===== src/rtl/fixed_point_mac_acc_if.sv =====
// Purpose: job control, operand stream and result bundle for the Q4.12 MAC engine.
// Latency: none, wires only.
// Backpressure: operands on in_valid/in_ready, results on out_valid/out_ready.
// Optional: FXP_MAC_BIAS_EN adds the bias field sampled with start.
interface fixed_point_mac_acc_if #(
    parameter int TOTAL_WIDTH = 16,
    parameter int ACC_WIDTH   = 32,
    parameter int LEN_WIDTH   = 8
);
    logic                          start;
    logic [LEN_WIDTH-1:0]          len;
    logic                          busy;
    logic                          in_valid;
    logic                          in_ready;
    logic signed [TOTAL_WIDTH-1:0] in_a;
    logic signed [TOTAL_WIDTH-1:0] in_b;
    logic                          out_valid;
    logic                          out_ready;
    logic signed [ACC_WIDTH-1:0]   out_acc;
    logic signed [TOTAL_WIDTH-1:0] out_q;
    logic                          out_ovf;
`ifdef FXP_MAC_BIAS_EN
    logic signed [TOTAL_WIDTH-1:0] bias;

    modport master (
        output start, len, in_valid, in_a, in_b, out_ready, bias,
        input  busy, in_ready, out_valid, out_acc, out_q, out_ovf
    );

    modport slave (
        input  start, len, in_valid, in_a, in_b, out_ready, bias,
        output busy, in_ready, out_valid, out_acc, out_q, out_ovf
    );
`else
    modport master (
        output start, len, in_valid, in_a, in_b, out_ready,
        input  busy, in_ready, out_valid, out_acc, out_q, out_ovf
    );

    modport slave (
        input  start, len, in_valid, in_a, in_b, out_ready,
        output busy, in_ready, out_valid, out_acc, out_q, out_ovf
    );
`endif
endinterface


===== src/rtl/fixed_point_mac_acc.sv =====
// Purpose: streaming Q4.12 dot-product engine, saturating Q8.24 accumulator plus Q4.12 image.
// Latency: out_valid rises 2 cycles after the last operand handshake (2 cycles after start if len==0).
// Backpressure: in_ready only while accumulating; result held stable until out_ready.
// Optional: FXP_MAC_BIAS_EN preloads the accumulator with bias<<<FRAC_WIDTH sampled with start.
module fixed_point_mac_acc #(
    parameter int INT_WIDTH   = 4,
    parameter int FRAC_WIDTH  = 12,
    parameter int TOTAL_WIDTH = INT_WIDTH + FRAC_WIDTH,
    parameter int ACC_WIDTH   = 32,
    parameter int LEN_WIDTH   = 8
) (
    input  logic                 clk,
    input  logic                 rst,
    fixed_point_mac_acc_if.slave bus
);
    localparam int PROD_WIDTH = 2 * TOTAL_WIDTH;
    localparam int SUM_WIDTH  = ACC_WIDTH + 1;

    localparam logic signed [ACC_WIDTH-1:0] ACC_MAX = {1'b0, {(ACC_WIDTH-1){1'b1}}};
    localparam logic signed [ACC_WIDTH-1:0] ACC_MIN = {1'b1, {(ACC_WIDTH-1){1'b0}}};
    // Accumulator values bounding the representable Q4.12 range, in accumulator scale.
    localparam logic signed [ACC_WIDTH-1:0] Q_HI =
        ACC_WIDTH'(((64'sd1 <<< (TOTAL_WIDTH-1)) - 64'sd1) <<< FRAC_WIDTH);
    localparam logic signed [ACC_WIDTH-1:0] Q_LO =
        ACC_WIDTH'((-(64'sd1 <<< (TOTAL_WIDTH-1))) <<< FRAC_WIDTH);
    localparam logic signed [TOTAL_WIDTH-1:0] Q_MAX = {1'b0, {(TOTAL_WIDTH-1){1'b1}}};
    localparam logic signed [TOTAL_WIDTH-1:0] Q_MIN = {1'b1, {(TOTAL_WIDTH-1){1'b0}}};

    typedef enum logic [1:0] {
        IDLE  = 2'd0,
        ACCUM = 2'd1,
        DRAIN = 2'd2,
        DONE  = 2'd3
    } state_t;

    state_t                        state_q;
    state_t                        state_d;
    logic [LEN_WIDTH-1:0]          remaining;
    logic                          job_start;
    logic                          in_hs;
    logic                          last_hs;
    logic                          out_hs;
    logic signed [PROD_WIDTH-1:0]  prod;
    logic                          prod_vld;
    logic signed [ACC_WIDTH-1:0]   acc;
    logic signed [ACC_WIDTH-1:0]   acc_init;
    logic signed [ACC_WIDTH-1:0]   acc_sat;
    logic signed [SUM_WIDTH-1:0]   sum;
    logic                          sat_hit;
    logic                          ovf;
    logic signed [TOTAL_WIDTH-1:0] q;

    assign job_start = (state_q == IDLE) && bus.start;
    assign in_hs     = (state_q == ACCUM) && bus.in_valid;
    assign last_hs   = in_hs && (remaining == LEN_WIDTH'(1));
    assign out_hs    = (state_q == DONE) && bus.out_ready;

    // State register.
    always_ff @(posedge clk) begin
        if (rst) begin
            state_q <= IDLE;
        end else begin
            state_q <= state_d;
        end
    end

    // Next-state: job sequencing from start through the result handshake.
    always_comb begin
        state_d = state_q;
        case (state_q)
            IDLE: begin
                if (bus.start) begin
                    state_d = (bus.len != '0) ? ACCUM : DRAIN;
                end
            end
            ACCUM: begin
                if (last_hs) begin
                    state_d = DRAIN;
                end
            end
            // No new operands enter here, so the one product still in stage 1
            // is folded into the accumulator on this same edge.
            DRAIN:   state_d = DONE;
            DONE: begin
                if (out_hs) begin
                    state_d = IDLE;
                end
            end
            default: state_d = IDLE;
        endcase
    end

    // Count of operand pairs still owed by the producer.
    always_ff @(posedge clk) begin
        if (rst) begin
            remaining <= '0;
        end else if (job_start) begin
            remaining <= bus.len;
        end else if (in_hs) begin
            remaining <= remaining - LEN_WIDTH'(1);
        end
    end

    // Stage 1: full-precision signed product of the accepted pair.
    always_ff @(posedge clk) begin
        if (rst) begin
            prod     <= '0;
            prod_vld <= 1'b0;
        end else begin
            prod_vld <= in_hs;
            if (in_hs) begin
                prod <= PROD_WIDTH'(bus.in_a) * PROD_WIDTH'(bus.in_b);
            end
        end
    end

`ifdef FXP_MAC_BIAS_EN
    assign acc_init = ACC_WIDTH'(bus.bias) <<< FRAC_WIDTH;
`else
    assign acc_init = '0;
`endif

    // Stage 2 datapath: one guard bit exposes overflow, which clamps instead of wrapping.
    always_comb begin
        sum     = SUM_WIDTH'(acc) + SUM_WIDTH'(prod);
        sat_hit = sum[SUM_WIDTH-1] != sum[SUM_WIDTH-2];
        acc_sat = sum[ACC_WIDTH-1:0];
        if (sat_hit) begin
            acc_sat = sum[SUM_WIDTH-1] ? ACC_MIN : ACC_MAX;
        end
    end

    // Accumulator and sticky overflow: loaded on start, updated per product.
    always_ff @(posedge clk) begin
        if (rst) begin
            acc <= '0;
            ovf <= 1'b0;
        end else if (job_start) begin
            acc <= acc_init;
            ovf <= 1'b0;
        end else if (prod_vld) begin
            acc <= acc_sat;
            if (sat_hit) begin
                ovf <= 1'b1;
            end
        end
    end

    // Q4.12 image: clamp outside the Q4.12 range, otherwise floor-truncate.
    always_comb begin
        q = TOTAL_WIDTH'(acc >>> FRAC_WIDTH);
        if (acc > Q_HI) begin
            q = Q_MAX;
        end else if (acc < Q_LO) begin
            q = Q_MIN;
        end
    end

    assign bus.busy      = (state_q != IDLE);
    assign bus.in_ready  = (state_q == ACCUM);
    assign bus.out_valid = (state_q == DONE);
    assign bus.out_acc   = acc;
    assign bus.out_q     = q;
    assign bus.out_ovf   = ovf;
endmodule


===== src/flat_wrapper.sv =====
// flat-port wrapper written by rule: the top's interface ports become plain ports
module fixed_point_mac_acc_flat 
#(
    parameter int INT_WIDTH   = 4,
    parameter int FRAC_WIDTH  = 12,
    parameter int TOTAL_WIDTH = INT_WIDTH + FRAC_WIDTH,
    parameter int ACC_WIDTH   = 32,
    parameter int LEN_WIDTH   = 8
)
  (clk, rst, bus_start, bus_len, bus_in_valid, bus_in_a, bus_in_b, bus_out_ready, bus_busy, bus_in_ready, bus_out_valid, bus_out_acc, bus_out_q, bus_out_ovf);
  fixed_point_mac_acc_if #(.TOTAL_WIDTH(TOTAL_WIDTH), .ACC_WIDTH(ACC_WIDTH), .LEN_WIDTH(LEN_WIDTH)) bus_i ();
  input  logic clk;
  input  logic rst;
  input wire logic [$bits(bus_i.start)-1:0] bus_start;
  input wire logic [$bits(bus_i.len)-1:0] bus_len;
  input wire logic [$bits(bus_i.in_valid)-1:0] bus_in_valid;
  input wire logic [$bits(bus_i.in_a)-1:0] bus_in_a;
  input wire logic [$bits(bus_i.in_b)-1:0] bus_in_b;
  input wire logic [$bits(bus_i.out_ready)-1:0] bus_out_ready;
  output wire logic [$bits(bus_i.busy)-1:0] bus_busy;
  output wire logic [$bits(bus_i.in_ready)-1:0] bus_in_ready;
  output wire logic [$bits(bus_i.out_valid)-1:0] bus_out_valid;
  output wire logic [$bits(bus_i.out_acc)-1:0] bus_out_acc;
  output wire logic [$bits(bus_i.out_q)-1:0] bus_out_q;
  output wire logic [$bits(bus_i.out_ovf)-1:0] bus_out_ovf;
  assign bus_i.start = bus_start;
  assign bus_i.len = bus_len;
  assign bus_i.in_valid = bus_in_valid;
  assign bus_i.in_a = bus_in_a;
  assign bus_i.in_b = bus_in_b;
  assign bus_i.out_ready = bus_out_ready;
  assign bus_busy = bus_i.busy;
  assign bus_in_ready = bus_i.in_ready;
  assign bus_out_valid = bus_i.out_valid;
  assign bus_out_acc = bus_i.out_acc;
  assign bus_out_q = bus_i.out_q;
  assign bus_out_ovf = bus_i.out_ovf;
  fixed_point_mac_acc #(.INT_WIDTH(INT_WIDTH), .FRAC_WIDTH(FRAC_WIDTH), .TOTAL_WIDTH(TOTAL_WIDTH), .ACC_WIDTH(ACC_WIDTH), .LEN_WIDTH(LEN_WIDTH)) u_core (.clk(clk), .rst(rst), .bus(bus_i));
endmodule

===== config.mk =====
export PLATFORM = sky130hd
export DESIGN_NAME = fixed_point_mac_acc_flat
export DESIGN_NICKNAME = d
export VERILOG_FILES = /design/src/rtl/fixed_point_mac_acc_if.sv /design/src/rtl/fixed_point_mac_acc.sv /design/src/flat_wrapper.sv
export SDC_FILE = /design/constraint.sdc
export NUM_CORES = 1
export LEC_CHECK = 0
export ABC_CLOCK_PERIOD_IN_PS = 11200
export CAP_MARGIN = 0
export CORE_MARGIN = 2
export CORE_UTILIZATION = 63
export CTS_BUF_LIST = sky130_fd_sc_hd__clkbuf_8
export DETAILED_ROUTE_END_ITERATION = 8
export PLACE_DENSITY = 0.84
export SLEW_MARGIN = 10
export SYNTH_ARGS = -nofsm -noshare
export SYNTH_HDL_FRONTEND = slang
export SYNTH_SLANG_ARGS = --single-unit

===== constraint.sdc =====
create_clock -name clk -period 11.2 [get_ports clk]
set_input_delay 3.36 -clock clk [delete_from_list [all_inputs] [get_ports clk]]
set_output_delay 3.36 -clock clk [all_outputs]
set_load 0.1 [all_outputs]

Word-level counts from Yosys, hierarchy flattened
Cells that the tools add are included.

word-level totals
  bits in registers = 76
  output and inout port bits = 52

operators by class
  eq/ne operators = 8
  reduce and logical (&&, ||, !) cells = 11
  mux-type cells = 11
  $lt $le $gt $ge = 2
  add/sub/neg operators = 2
  multiply operators = 1

operators by type and width
  cell                                                              count
  two-way mux 32 bit                                                2
  adder 32 x 32 -> 33 bit                                           1
  greater-than comparator 32 x 28 -> 1 bit (second input constant)  1
  less-than comparator 32 x 28 -> 1 bit (second input constant)     1
  multiplier 16 x 16 -> 32 bit                                      1
  two-way mux 16 bit                                                2
  two-way mux 8 bit                                                 2
  == test 8 x 1 -> 1 bit (second input constant)                    1
  two-way mux 2 bit                                                 4
  one-hot mux 2 bit (4 select lines)                                1
  nonzero test 8 bit                                                1
  subtractor 8 x 1 -> 8 bit (second input constant)                 1
  == test 2 bit (second input constant)                             2
  logical AND 1 bit                                                 4
  inequality test 2 x 1 -> 1 bit (second input constant)            2
  nonzero test 2 bit                                                2
  AND reduction 3 bit                                               1
  == test 2 x 1 -> 1 bit (second input constant)                    1
  zero test 2 bit                                                   1
  inequality test 2 bit (second input constant)                     1
  AND reduction 2 bit                                               1
  OR reduction 2 bit                                                1
  inequality test 1 bit                                             1

Longest topological paths before layout
Gate-level depths: netlist (run 1).

  word-level depth = 5
  mapped depth = 25

Worst setup path after synthesis (run 1)
No wires, ideal clock.

  kind = input to register
  from = input bus_in_a[15]
  to = register u_core.prod[31]
  path slack = 2142 ps
  data required time = 11083 ps
  cell stages on the path = 22
  setup time = 117 ps
  arrival = 8941 ps
  buffers on the path = 1
  cell sequence = clkbuf_1 nand2_1 inv_1 fa_1 fa_1 fa_1 fa_1 fa_1 inv_1 fa_1 inv_1 ha_1 a21oi_1 o21ai_1 a21o_1 a21o_1 a31oi_2 o211ai_1 a311o_1 o31ai_2 xnor2_1 a22o_1

between the ends
  cells in the longest elaborated chain, start to end = 1

ends and longest elaborated chain
  element                       line                        text
  start: declaration            flat_wrapper.sv:17          input wire logic [$bits(bus_i.in_a)-1:0] bus_in_a;
  multiplier 16 x 16 -> 32 bit  fixed_point_mac_acc.sv:112  prod <= PROD_WIDTH'(bus.in_a) * PROD_WIDTH'(bus.in_b);
  end signal: assignment        fixed_point_mac_acc.sv:112
  end: declaration              fixed_point_mac_acc.sv:43   logic signed [PROD_WIDTH-1:0] prod;

Every way passes these cells.
A chain may end at the register's enable or synchronous reset.

Final worst setup path (run 1)
  from = input bus_in_b[1]
  to = register u_core.prod[31]

between the ends
  cells in the longest elaborated chain, start to end = 1

ends and longest elaborated chain
  element                       line                        text
  start: declaration            flat_wrapper.sv:18          input wire logic [$bits(bus_i.in_b)-1:0] bus_in_b;
  multiplier 16 x 16 -> 32 bit  fixed_point_mac_acc.sv:112

Every way passes these cells.

==> run summary, run 1 <==
antenna-violating nets left -> 0
ratio of final minimum period to clock period -> 88.6%
top cell type by total area after synthesis -> fa_1
clock latency on the worst-skew pair -> 0.36 ns
vias in the first global route -> 12448
Slew Viols, Final -> 0
Setup Skew -> 0.0142 ns
Core Area -> 23500 µm²
post-DP HPWL -> 27900 µm
Hold-fix buffers, CTS -> 0
Worst EP required -> 11.45 ns
Netlist cell types -> 70
Die Wd -> 159 µm
syn_area_per_cell -> 8.66 µm²
Clock Tree Root -> clkbuf_8
commonest non-fill, non-tap cell in the layout -> inv_1
Pre-antenna DRT Iters -> 7
fraction of registers with async set/reset -> 0%
Port Buffers -> 96
die area -> 25200 µm²
Ys Warns -> 0
Final Hold Fails -> 0
Inserted Clock Buffers -> 9
hold_ws -> 0.460 ns
sequential area share after synthesis -> 10.1%
WP data arrival -> 10.17 ns
average vias per placed instance -> 5.69
Yosys reg bits -> 76
DRC violations left -> 0
# resized after CTS -> 0
Syn Inst Count -> 1740
worst-margin pin slew -> 1.09 ns
setup TNS -> 0 ns
area delta synth->final -> 8.90%
Max Cap Viol -> 0
RePlAce Congestion -> 0.860
CTS tree -> built
die height -> 159 µm
pin count of the biggest net entering global routing -> 68
EDFF count, synth -> 0
initial antenna violation count -> 0
ranking of synthesized cells by area -> fa_1 35%, dfxtp_1 10%, ha_1 10%, inv_1 8.5%, and2_1 5.4%
synthesized area -> 15100 µm²
final global-route overflow total -> 0
slew margin rel. -> 27.1%
critical path type -> in -> reg
Post-CTS Setup Inserts -> 0
num rows -> 56
Via Count -> 12010
Detailed Route WL -> 33800 µm
GRT Util Overall -> 28.7%
Initial Util -> 64.2%
mean routed wirelength per cell -> 16.0 µm
outcome -> complete, no violations
Critical Path Sink Type -> register
Place WS -> 0.947 ns
count of final setup violators -> 0
commonest cells after routing, fill and taps aside -> 342 x inv_1, 263 x fa_1, 199 x nand2_1
Clock Path Buffers -> 2
Synth top area share -> 34.9%
startpoint class of the critical path -> input port
Final #Nets -> 2216
syn_nets -> 2169
Ports -> 97
first-pass GRT wire length -> 57600 µm
htree depth -> 3
Max Fclk -> 101 MHz
Clock Sink Count -> 76
Most used DFF post-synth -> dfxtp_1
CTS clk-pin slew, worst paths -> 0.08 ns
RSZ-0062 raised after global routing -> no
HP Class -> reg -> reg
minimum clock period -> 9.92 ns
CP Max Fanout -> 16
1st-iter DRT viols -> 635
setup ws final -> 1.28 ns
# diodes -> 0
share of cells above drive strength 1 -> 4.52%
## registers in the layout, summed over array words and instances (netlist names)
name                cells
u_core.bus.out_ovf      1
u_core.prod            32
u_core.bus.out_acc     32
u_core.state_q          2
u_core.prod_vld         1
u_core.remaining        8
## worst paths after layout
path	from	endpoint	slack, ns	depth (start not counted)
worst min register to register	u_core.prod[28]	u_core.prod[28]	0.46	2
worst max-delay path	bus_in_b[1]	u_core.prod[31]	1.28	22
worst max register to register	u_core.bus.out_acc[24]	u_core.bus.out_acc[0]	7.72	11
worst min-delay path	u_core.prod[28]	u_core.prod[28]	0.46	2
## layout make-up
class	instances	area [µm²]
Inverter	340	1280
Tap cell	319	399
Fill cell	1776	7060
Multi-Input combinational cell	1258	12000
Timing Repair Buffer	102	1010
Sequential cell	76	1520
Clock inverter	5	76.3
Clock buffer	11	151
## worst max-delay path, cell delays in order
cell and delay (ns):
clkdlybuf4s50_1 0.75, nand2_1 0.27, inv_1 0.12, fa_1 0.77
fa_1 0.50, fa_1 0.51, fa_1 0.51, fa_1 0.50
inv_1 0.05, fa_1 0.47, inv_1 0.04, ha_1 0.32
a21oi_1 0.23, o21ai_1 0.10, a21o_1 0.18, a21o_1 0.18
a31oi_2 0.25, o211ai_1 0.18, a311o_1 0.34, o31ai_2 0.22
xnor2_1 0.10, a22o_1 0.20
## layer usage
layer  up-vias  track usage, %  share of wire (%)
met4         0            12.8                4.2
met1      5985            35.1                 39
met5         -               0                  0
li1       5556               -                  -
met3       118            3.16                4.0
met2       351            51.1                 53
## Yosys cell counts, drive strengths merged (12+ instances only)
library cell / instances
dfxtp: 76
a21oi: 101
xor2: 30
xnor2: 38
ha: 121
clkbuf: 55
nand2: 199
fa: 263
o21a: 24
maj3: 28
nor2: 68
a211oi: 20
and2: 129
nand2b: 13
a21o: 23
inv: 340
nand3: 12
o21ai: 73
nor3: 16
## metrics by stage
| stage | cells | utilization, % | instance area, µm² |
|---|---|---|---|
| floorplan | 1740 | - | 15100 |
| global placement | 2095 | 68.9 | 16200 |
| finish | 2111 | 69.9 | 16400 |
| detailed placement | 2095 | 68.9 | 16200 |
| global route | 2111 | 69.9 | 16400 |
| CTS | 2111 | 69.9 | 16400 |
## kinds of logic after synthesis
group                    synth area share, %
AND/OR/NAND/NOR                         15.7
adder cells (fa/ha/maj)                 47.0
buffers and inverters                   10.4
AO/OA/AOI/OAI                           12.6
flip-flops                              10.1
XOR/XNOR                                4.00
multiplexers                           0.141
Power of run 1 is not shown: default switching activity piles up to over one toggle a cycle in this logic, so the estimate is an artifact.
==> run 2: changes to the inputs <==
--- a/config.mk
+++ b/config.mk
@@ -10,9 +10,9 @@
 export CORE_MARGIN = 2
 export CORE_UTILIZATION = 63
 export CTS_BUF_LIST = sky130_fd_sc_hd__clkbuf_8
+export CTS_CLUSTER_SIZE = 10
 export DETAILED_ROUTE_END_ITERATION = 8
 export PLACE_DENSITY = 0.84
-export SLEW_MARGIN = 10
 export SYNTH_ARGS = -nofsm -noshare
 export SYNTH_HDL_FRONTEND = slang
 export SYNTH_SLANG_ARGS = --single-unit
==> results of run 2 <==
No change in the layout: final DEF, timing and power equal those of run 1.
Power of run 2 is left out for the same reason.
==> run 3: changes to the inputs <==
--- a/config.mk
+++ b/config.mk
@@ -9,7 +9,6 @@
 export CAP_MARGIN = 0
 export CORE_MARGIN = 2
 export CORE_UTILIZATION = 63
-export CTS_BUF_LIST = sky130_fd_sc_hd__clkbuf_8
 export CTS_CLUSTER_SIZE = 10
 export DETAILED_ROUTE_END_ITERATION = 8
 export PLACE_DENSITY = 0.84
==> run summary, run 3 (synthesis results as in run 1) <==
outcome -> complete, no violations
CTS tree -> built
setup TNS -> 0 ns
Pre-antenna DRT Iters -> 5
CP max stage delay -> 0.77 ns
vias in the first global route -> 12535
Ports -> 97
# resized after CTS -> 0
Clock Tree Root -> clkbuf_16
DRC violations left -> 0
initial antenna violation count -> 0
Inserted Clock Buffers -> 9
Initial Util -> 64.2%
post-layout util -> 70.3%
GRT Util Overall -> 28.9%
RePlAce Congestion -> 0.860
Critical Path Sink Type -> register
Clock Sink Count -> 76
Setup Skew -> 0.00942 ns
die height -> 159 µm
count of final setup violators -> 0
Reg2Reg Depth -> 11
Slew Viols, Final -> 0
Critical Path Slowest Stage Cell -> fa_1
critical path type -> in -> reg
post-DP HPWL -> 27900 µm
pin count of the biggest net entering global routing -> 68
1st-iter DRT viols -> 631
worst-margin pin slew -> 1.07 ns
hold_ws -> 0.457 ns
minimum clock period -> 9.95 ns
Final Hold Fails -> 0
commonest non-fill, non-tap cell in the layout -> inv_1
commonest cells after routing, fill and taps aside -> 340 x inv_1, 263 x fa_1, 199 x nand2_1
Top Family by Delay on Critical Path -> adder cells
Final #Nets -> 2216
htree depth -> 3
final global-route overflow total -> 0
antenna-violating nets left -> 0
average vias per placed instance -> 5.71
Port Buffers -> 96
most frequent cell on the critical path -> fa_1
Detailed Route WL -> 34000 µm
CP Max Fanout -> 16
Core Area -> 23500 µm²
Via Count -> 12056
share of cells above drive strength 1 -> 4.52%
WHS Path Cells -> 2
Max Fclk -> 101 MHz
Worst EP required -> 11.42 ns
Max Cap Viol -> 0
CTS clk-pin slew, worst paths -> 0.05 ns
WP data arrival -> 10.17 ns
num rows -> 56
Post-CTS Setup Inserts -> 0
Cell Chain, Critical Path -> clkdlybuf4s50_1, nand2_1, inv_1, fa_1, fa_1, fa_1, fa_1, fa_1, inv_1, fa_1, inv_1, ha_1, a21oi_1, o21ai_1, a21o_1, a21o_1, a31oi_2, o211ai_1, a311o_1, o31ai_2, xnor2_1, a22o_1
RSZ-0062 raised after global routing -> no
ratio of final minimum period to clock period -> 88.8%
# diodes -> 0
Die Wd -> 159 µm
mean routed wirelength per cell -> 16.1 µm
origin of the worst min-delay path -> u_core.prod[28]
RR Startpoint -> u_core.bus.out_acc[24]
clock latency on the worst-skew pair -> 0.34 ns
Worst path depth -> 22
die area -> 25200 µm²
buffers and inverters on the worst path -> 4
slew margin rel. -> 28.4%
Setup crit start -> bus_in_b[1]
first-pass GRT wire length -> 58300 µm
area delta synth->final -> 9.57%
Hold-fix buffers, CTS -> 0
startpoint class of the critical path -> input port
Clock Path Buffers -> 2
HP Class -> reg -> reg
run 3: cell count changes in the layout (fill, tap and decap cells not counted), sizes merged:
cell and change:
clkbuf +2, inv -2
run 3: path summary, 6_finish.rpt:
path                           endpoint  slack (ns)
setup / recovery        u_core.prod[31]        1.25
hold / removal          u_core.prod[28]        0.46
setup reg to reg  u_core.bus.out_acc[0]        7.68
hold reg to reg         u_core.prod[28]        0.46
run 3: layout make-up:
type                       instances  area, µm²
clock buffer                      13        260
multi-input combinational       1258      12000
timing repair buffer             102       1010
clock inverter                     3       68.8
fill                            1759       6960
sequential                        76       1520
inverter                         340       1280
tap                              319        399
run 3: metal layers:
layer	vias up	track usage [%]	wire length, µm
li1	5565	-	-
met1	6016	35.3	13100
met2	360	51.6	18100
met3	115	3.48	1430
met4	0	12.7	1310
met5	-	0	0
run 3: worst register-to-register path, stage by stage, from the launching register on:
cell	delay (ns)
dfxtp_1	0.49
ha_1	0.38
a21o_1	0.20
a21o_1	0.17
a221oi_1	0.36
o22ai_1	0.13
a211oi_1	0.31
o21bai_2	0.12
xnor2_2	0.45
buf_4	0.42
maj3_2	0.28
a21oi_1	0.07
run 3: metrics by stage:
step / setup WS (ns) / instances / cell area, µm²
after global routing: 0.944 / 2111 / 16500
after floorplan: 2.14 / 1740 / 15100
after global placement: 1.18 / 2095 / 16200
final: 1.25 / 2111 / 16500
after detailed placement: 0.947 / 2095 / 16200
after CTS: 1.27 / 2111 / 16500
Power of run 3 is left out for the same reason.
